## config.mk

```make
export PLATFORM = sky130hd
export DESIGN_NAME = vga_ctrl
export DESIGN_NICKNAME = d
export VERILOG_FILES = /design/src/rtl/vga_timing_pkg.sv /design/src/rtl/vga_axis_counter.sv /design/src/rtl/vga_ctrl.sv
export SDC_FILE = /design/constraint.sdc
export NUM_CORES = 1
export LEC_CHECK = 0
export BUFFER_PORTS_ARGS = -buffer_cell sky130_fd_sc_hd__buf_2
export CORE_MARGIN = 2
export CORE_UTILIZATION = 49
export DETAILED_ROUTE_END_ITERATION = 16
export PLACE_DENSITY = 0.76
export SYNTH_ARGS = -nofsm -noshare
export SYNTH_HDL_FRONTEND = slang
export SYNTH_HIERARCHICAL = 1
export SYNTH_SLANG_ARGS = --single-unit
```

## constraint.sdc

```tcl
create_clock -name pclk -period 2.4 [get_ports pclk]
set_input_delay 0.24 -clock pclk [delete_from_list [all_inputs] [get_ports pclk]]
set_output_delay 0.24 -clock pclk [all_outputs]
set_load 0.01 [all_outputs]
```

## src/rtl/vga_timing_pkg.sv

```systemverilog
// Shared 640x480@60 timing constants and the packed RGB pixel layout used by
// the VGA controller and its counters.
package vga_timing_pkg;

  // Horizontal timing in pixel clocks, counted from the start of hsync
  localparam int unsigned H_SYNC_DEF      = 96;
  localparam int unsigned H_ACT_START_DEF = 144;
  localparam int unsigned H_ACT_END_DEF   = 784;
  localparam int unsigned H_TOTAL_DEF     = 800;

  // Vertical timing in lines, counted from the start of vsync
  localparam int unsigned V_SYNC_DEF      = 2;
  localparam int unsigned V_ACT_START_DEF = 35;
  localparam int unsigned V_ACT_END_DEF   = 515;
  localparam int unsigned V_TOTAL_DEF     = 525;

  // Counter and address widths; 10 bits covers 0..799 and 0..524
  localparam int unsigned CNT_W  = 10;
  localparam int unsigned ADDR_W = 10;

  // Pixel word: R in [23:16], G in [15:8], B in [7:0]
  localparam int unsigned CH_W  = 8;
  localparam int unsigned RGB_W = 3 * CH_W;

  typedef struct packed {
    logic [CH_W-1:0] r;
    logic [CH_W-1:0] g;
    logic [CH_W-1:0] b;
  } rgb_t;

endpackage

```

## src/rtl/vga_axis_counter.sv

```systemverilog
// Wrap-around counter for one scan axis. Counts 0..TOTAL-1 while enabled;
// wrap is high on the enabled cycle that returns the count to zero, so the
// horizontal wrap can directly enable the vertical counter.
module vga_axis_counter #(
  parameter int unsigned TOTAL = 800,
  parameter int unsigned W     = 10
) (
  input  logic         clk,
  input  logic         reset,
  input  logic         en,
  output logic [W-1:0] count,
  output logic         wrap
);

  localparam logic [W-1:0] LAST = W'(TOTAL - 1);

  assign wrap = en && (count == LAST);

  // Advance on enable and fall back to zero after the last count
  always_ff @(posedge clk or negedge reset) begin
    if (!reset) begin
      count <= '0;
    end else if (en) begin
      if (wrap) begin
        count <= '0;
      end else begin
        count <= count + 1'b1;
      end
    end
  end

endmodule

```

## src/rtl/vga_ctrl.sv

```systemverilog
// VGA timing generator. Two axis counters produce the raster position; sync,
// blanking, addresses and gated colour are pure decodes of the counters and
// the incoming pixel word, so colour for an address appears in the same cycle.
module vga_ctrl
  import vga_timing_pkg::*;
#(
  parameter int unsigned H_SYNC      = H_SYNC_DEF,
  parameter int unsigned H_ACT_START = H_ACT_START_DEF,
  parameter int unsigned H_ACT_END   = H_ACT_END_DEF,
  parameter int unsigned H_TOTAL     = H_TOTAL_DEF,
  parameter int unsigned V_SYNC      = V_SYNC_DEF,
  parameter int unsigned V_ACT_START = V_ACT_START_DEF,
  parameter int unsigned V_ACT_END   = V_ACT_END_DEF,
  parameter int unsigned V_TOTAL     = V_TOTAL_DEF
) (
  input  logic              pclk,
  input  logic              reset,
  input  logic [RGB_W-1:0]  vga_data,
  output logic [ADDR_W-1:0] h_addr,
  output logic [ADDR_W-1:0] v_addr,
  output logic              hsync,
  output logic              vsync,
  output logic              valid,
  output logic [CH_W-1:0]   vga_r,
  output logic [CH_W-1:0]   vga_g,
  output logic [CH_W-1:0]   vga_b
);

  localparam logic [CNT_W-1:0] H_SYNC_C      = CNT_W'(H_SYNC);
  localparam logic [CNT_W-1:0] H_ACT_START_C = CNT_W'(H_ACT_START);
  localparam logic [CNT_W-1:0] H_ACT_END_C   = CNT_W'(H_ACT_END);
  localparam logic [CNT_W-1:0] V_SYNC_C      = CNT_W'(V_SYNC);
  localparam logic [CNT_W-1:0] V_ACT_START_C = CNT_W'(V_ACT_START);
  localparam logic [CNT_W-1:0] V_ACT_END_C   = CNT_W'(V_ACT_END);

  logic [CNT_W-1:0] h_cnt;
  logic [CNT_W-1:0] v_cnt;
  logic             line_wrap;
  logic             frame_wrap_unused;
  logic             h_valid;
  logic             v_valid;
  rgb_t             pixel;

  vga_axis_counter #(
    .TOTAL (H_TOTAL),
    .W     (CNT_W)
  ) u_h_counter (
    .clk   (pclk),
    .reset (reset),
    .en    (1'b1),
    .count (h_cnt),
    .wrap  (line_wrap)
  );

  // The line counter advances once per horizontal wrap
  vga_axis_counter #(
    .TOTAL (V_TOTAL),
    .W     (CNT_W)
  ) u_v_counter (
    .clk   (pclk),
    .reset (reset),
    .en    (line_wrap),
    .count (v_cnt),
    .wrap  (frame_wrap_unused)
  );

  // Sync pulses sit at the start of each line/frame; with both counters at
  // zero in reset, both syncs read as asserted (low)
  assign hsync = (h_cnt >= H_SYNC_C);
  assign vsync = (v_cnt >= V_SYNC_C);

  assign h_valid = (h_cnt >= H_ACT_START_C) && (h_cnt < H_ACT_END_C);
  assign v_valid = (v_cnt >= V_ACT_START_C) && (v_cnt < V_ACT_END_C);
  assign valid   = h_valid && v_valid;

  assign h_addr = h_valid ? ADDR_W'(h_cnt - H_ACT_START_C) : '0;
  assign v_addr = v_valid ? ADDR_W'(v_cnt - V_ACT_START_C) : '0;

  // Colour is blanked outside the active area whatever the memory returns
  assign pixel = rgb_t'(vga_data);
  assign vga_r = valid ? pixel.r : '0;
  assign vga_g = valid ? pixel.g : '0;
  assign vga_b = valid ? pixel.b : '0;

endmodule

```

Word level (Yosys, flattened, before mapping) --
Index checks and enable logic that the tools add are counted.
Word-level totals: register bits after elaboration 20, bits in latches 0, RAM bits 0, ROM bits 0, bits of input ports 26, output and inout bits 47, word-level logic and storage cells 25, memories 0
Operators by class: add/subtract/negate cells 4, multiply operators 0, div/mod/pow operators 0, $lt $le $gt $ge 6, eq/ne operators 2, shifts and indexed selects 0, multiplexer cells 7, bitwise logic cells 0, reduce and logical (&&, ||, !) cells 4
Operators by type and width (number):
- $mux 10 | 4
- $mux 8 | 3
- $add 10x1->10 const B | 2
- $eq 10x10->1 const B | 2
- $lt 10x10->1 const B | 2
- $ge 10x2->1 const B | 1
- $ge 10x6->1 const B | 1
- $ge 10x7->1 const B | 1
- $ge 10x8->1 const B | 1
- $sub 10x6->10 const B | 1
- $sub 10x8->10 const B | 1
- $logic_and 1x1->1 | 4

Longest topological paths before layout --
depth after elaboration 4, depth in mapped cells 7, gate-level depth less buffers 6

By module --
The synthesis kept the hierarchy.
Modules (own cells, without submodules):
- vga_ctrl | times used 1, cells an instance 105, area an instance 830.8 sq um, sequential area each 0.0 sq um
- vga_axis_counter at u_h_counter | times used 1, cells an instance 47, area an instance 526.8 sq um, sequential area each 250.2 sq um
- vga_axis_counter at u_v_counter | times used 1, cells an instance 47, area an instance 508.0 sq um, sequential area each 250.2 sq um

Worst setup path before layout --
OpenSTA, ideal clock, no wires.
path kind flip-flop to output port, start register u_v_counter.count[0], end output port vga_b[0], arrival time 1.912 ns, data required time 2.160 ns, slack 0.248 ns, cell stages (with the launch flop) 7, buffers on the path 1, cell sequence dfrtp_1 ha_1 or4_4 nor3_4 a21oi_2 buf_6 nor3b_2
On the way: cells in the longest elaborated chain, start to end 4, elaborated cells on any way between the ends 5, classes of those cells order compare: 2; mux: 1; reduce/logical: 2
Ends and longest elaborated chain:
- from (decl) | RTL line vga_axis_counter.sv:11 | output logic [W-1:0] count,
- from (signal assigned) | RTL line vga_axis_counter.sv:27 | count <= count + 1'b1;
- $ge 10x6->1 / $lt 10x10->1 (equally long branches) | RTL line vga_ctrl.sv:73 | assign v_valid = (v_cnt >= V_ACT_START_C) && (v_cnt < V_ACT_END_C);
- $logic_and 1x1->1 (*) | RTL line vga_ctrl.sv:73
- $logic_and 1x1->1 (*) | RTL line vga_ctrl.sv:74 | assign valid = h_valid && v_valid;
- $mux 8 (*) | RTL line vga_ctrl.sv:83 | assign vga_b = valid ? pixel.b : '0;
- to (decl) | RTL line vga_ctrl.sv:26 | output logic [CH_W-1:0] vga_b
Mark *: on every way between the ends. The rest lies on a longest branch, timed or not.

Worst setup path in the final report --
start register u_v_counter.count[0], end output port vga_b[1]
The elaborated chain is that of the path after synthesis.

==> results by group <==
Final layout
  • Filler Cells Inserted: 272
  • Synthesis-to-finish area growth: 37.4%
  • Nets: 328
  • Fraction of layout cells with a size suffix above 1: 48.5%
  • Ant diodes: 0
  • Core Util, Final: 70.0%
  • Post-route cell area: 2560 um^2

STA
  • # setup viols final: 5
  • F_max: 410 MHz
  • Setup slack after layout: -40.4 ps
  • Min Tclk post-route: 2440 ps
  • RSZ-0062 raised after global routing: yes
  • Final count of pins violating max slew: 0
  • Clock skew: 2.70 ps
  • Hold_ws: 438 ps
  • Final Cycle Share: 102%
  • Final Hold Vio Count: 0

Routing
  • Post-route DRC: 0
  • Total wire length: 4.57 mm
  • Initial DRC Count: 57
  • Met1 Wirelength: 1.90 mm
  • WL/cell: 13.4 um
  • WL met2: 2.25 mm
  • Vias/cell: 5.35
  • Max layer used: met4
  • Vias: 1,826
  • TritonRoute pass-1 iters: 4
  • Met3 Routed Length: 356 um
  • ANT nets after route: 0

GRT
  • GRT overflow: 0
  • Vias in the first global route: 1,572
  • GRT Util Overall: 20.1%
  • First-pass GRT wire length: 6.83 mm
  • Initial antenna violation count: 0
  • Pin count of the biggest net entering global routing: 26

Critical path
  • CP max-delay cell: or4_4
  • Worst path depth: 7
  • Critical path endpoint category: primary output
  • Critical path buffers and inverters: 2
  • Crit path DAT: 2200 ps
  • Required @ worst endpoint: 2160 ps
  • Critical path, cell by cell: ha_2, or4_4, nor3_4, a21oi_4, buf_12, nor3b_2, buf_2
  • CP max FO: 23
  • CP Class: register to primary output
  • CP Launch Type: register
  • FF-to-FF path depth: 6
  • Crit-path max cell delay: 500 ps
  • Top Family by Delay on Critical Path: simple AND/OR/NAND/NOR gates

Power and ir drop
  • Switching share of power: 32.9%
  • Pint: 716 uW
  • Clk network pwr share: 23.8%
  • Leak: 1.27 nW
  • Combinational Power Share: 32.6%
  • Net switching power: 351 uW
  • Sequential fraction of design power: 43.6%
  • Maximum vdd drop: 0.000449 V
  • PwrDens: 417 nW/um^2

Placed design
  • Routability cong.: 0.813
  • I/O Buffers: 72
  • DP HPWL: 3.25 mm
  • Cell Area, Placed: 2370 um^2

Logic synthesis
  • Post-synth top flop: dfrtp_1
  • Post-Syn Area: 1870 um^2
  • Syn avg cell area: 9.37 um^2
  • Top cell type by total area after synthesis: dfrtp_1
  • Top-area cell type share of the netlist area: 26.8%
  • Cells after Synth: 199
  • Seq cells post-synth: 20
  • Yosys warnings: 6
  • Ys async rst share: 100%
  • Sequential-to-total area share from yosys stat: 26.8%
  • Synthesized net count: 233
  • EDFF count, synth: 0
  • Distinct cells, synth: 52
  • Area contributors post-synth: dfrtp_1 27%, nor3b_2 14%, xnor2_1 5.6%
  • Post-synth top cells: 23 x nor2_1, 21 x nor3b_2, 20 x dfrtp_1
  • Most used standard cell by instance count after synthesis: nor2_1

CTS
  • Worst-skew pair later-pin latency: 260 ps
  • Clk pin slew, worst setup/hold paths: 70 ps
  • Max clock buf depth: 2
  • Htree depth: 1
  • CTS buffer count: 3
  • # clock sinks: 20
  • CTS tree: built
  • CTS root buffer: clkbuf_8

Die
  • Starting Density: 51.0%
  • Die X: 65.7 um
  • Total die area: 4320 um^2
  • Core area: 3660 um^2
  • IO Pins: 73
  • Die height: 65.7 um
  • Core Rows: 22

Run status
  • Result of the run: finished with violations
  • Violated checks: negative setup slack

Run
  • Max Cap Violations: 0

Min path
  • Hold Crit Class: primary input to async pin
-- final cells by class --
cell class	count	area, um^2	share of cell area, %
multi-input combinational	158	1290	50.4
timing repair buffer	98	606	23.6
sequential	20	502	19.6
tap	48	60.1	2.34
clock buffer	4	55.1	2.15
inverter	13	48.8	1.90
-- sequential cells by signal (all words and copies together) (netlist names) --
register,cells
u_h_counter/count,10
u_v_counter/count,10
-- metal layers --
layer,vias up,global-route usage [%]
met5,-,0
met4,0,8.59
met3,8,2.40
met2,78,36.2
met1,836,23.9
li1,904,-
-- power groups by stage --
stage               Clock, mW  Sequential [mW]  Combinational [mW]
floorplan                   0            0.464               0.211
global placement            0            0.475               0.279
detailed placement          0            0.477               0.285
CTS                     0.261            0.472               0.287
global route            0.274            0.475               0.390
finish                  0.254            0.466               0.348
-- logic make-up (layout without fill, tap and decap cells) --
kind of cell             Yosys count  in the layout  share of synthesized area (%)
other                              1              1                          0.201
multiplexers                       2              2                           1.34
AO/OA/AOI/OAI                     31             31                           12.0
AND/OR/NAND/NOR                   98             98                           39.4
flip-flops                        20             20                           26.8
adder cells (fa/ha/maj)            8              8                           5.37
XOR/XNOR                          18             18                           8.45
buffers and inverters             21            115                           6.37
-- layout by cell type, fill, tap and decap left out, types with 2 or more instances in the layout --
| cell type | instances |
|---|---|
| a21oi_1 | 7 |
| and3_1 | 2 |
| and4_2 | 2 |
| buf_12 | 2 |
| buf_2 | 73 |
| buf_4 | 19 |
| buf_6 | 2 |
| clkbuf_8 | 4 |
| dfrtp_1 | 19 |
| ha_1 | 7 |
| inv_1 | 13 |
| nand2_1 | 12 |
| nand2b_1 | 2 |
| nand3_1 | 8 |
| nand4_1 | 3 |
| nand4_2 | 2 |
| nor2_1 | 23 |
| nor3_1 | 4 |
| nor3_4 | 2 |
| nor3b_1 | 2 |
| nor3b_2 | 21 |
| nor3b_4 | 2 |
| o21ai_0 | 7 |
| o22ai_1 | 2 |
| o31ai_1 | 2 |
| or4_1 | 2 |
| xnor2_1 | 12 |
| xor2_1 | 6 |
-- path summary, 6_finish.rpt --
path | endpoint | slack (ps) | startpoint
max | vga_b[1] | -40 | u_v_counter/count[0]
min | u_h_counter/count[3] | 440 | reset
max reg2reg | u_v_counter/count[9] | 230 | u_h_counter/count[0]
min reg2reg | u_v_counter/count[9] | 600 | u_v_counter/count[9]
max in group asynchronous | u_h_counter/count[4] | 1640 | reset
min in group pclk | u_v_counter/count[9] | 600 | u_v_counter/count[9]
-- per-stage QoR --
step,setup slack (ps),power [mW],instances,setup TNS [ps]
5_1_grt,-109,1.14,341,-1620
3_3_place_gp,287,0.754,326,0
4_1_cts,-8.67,1.02,332,-8.67
3_5_place_dp,247,0.761,326,0
2_1_floorplan,248,0.674,199,0
6_report,-40.4,1.07,341,-60.3
-- what timing repair did --
| item | CTS | global route |
|---|---|---|
| hold endpoints to repair | 20 | 0 |
| pin swaps | 0 | 1 |
| setup buffers | 1 | 7 |
| resized for setup | 3 | 5 |
| cloned | 0 | 2 |
| setup endpoints to repair | 34 | 42 |
| hold buffers | 1 | 0 |
(Power assumes the default switching activity.)
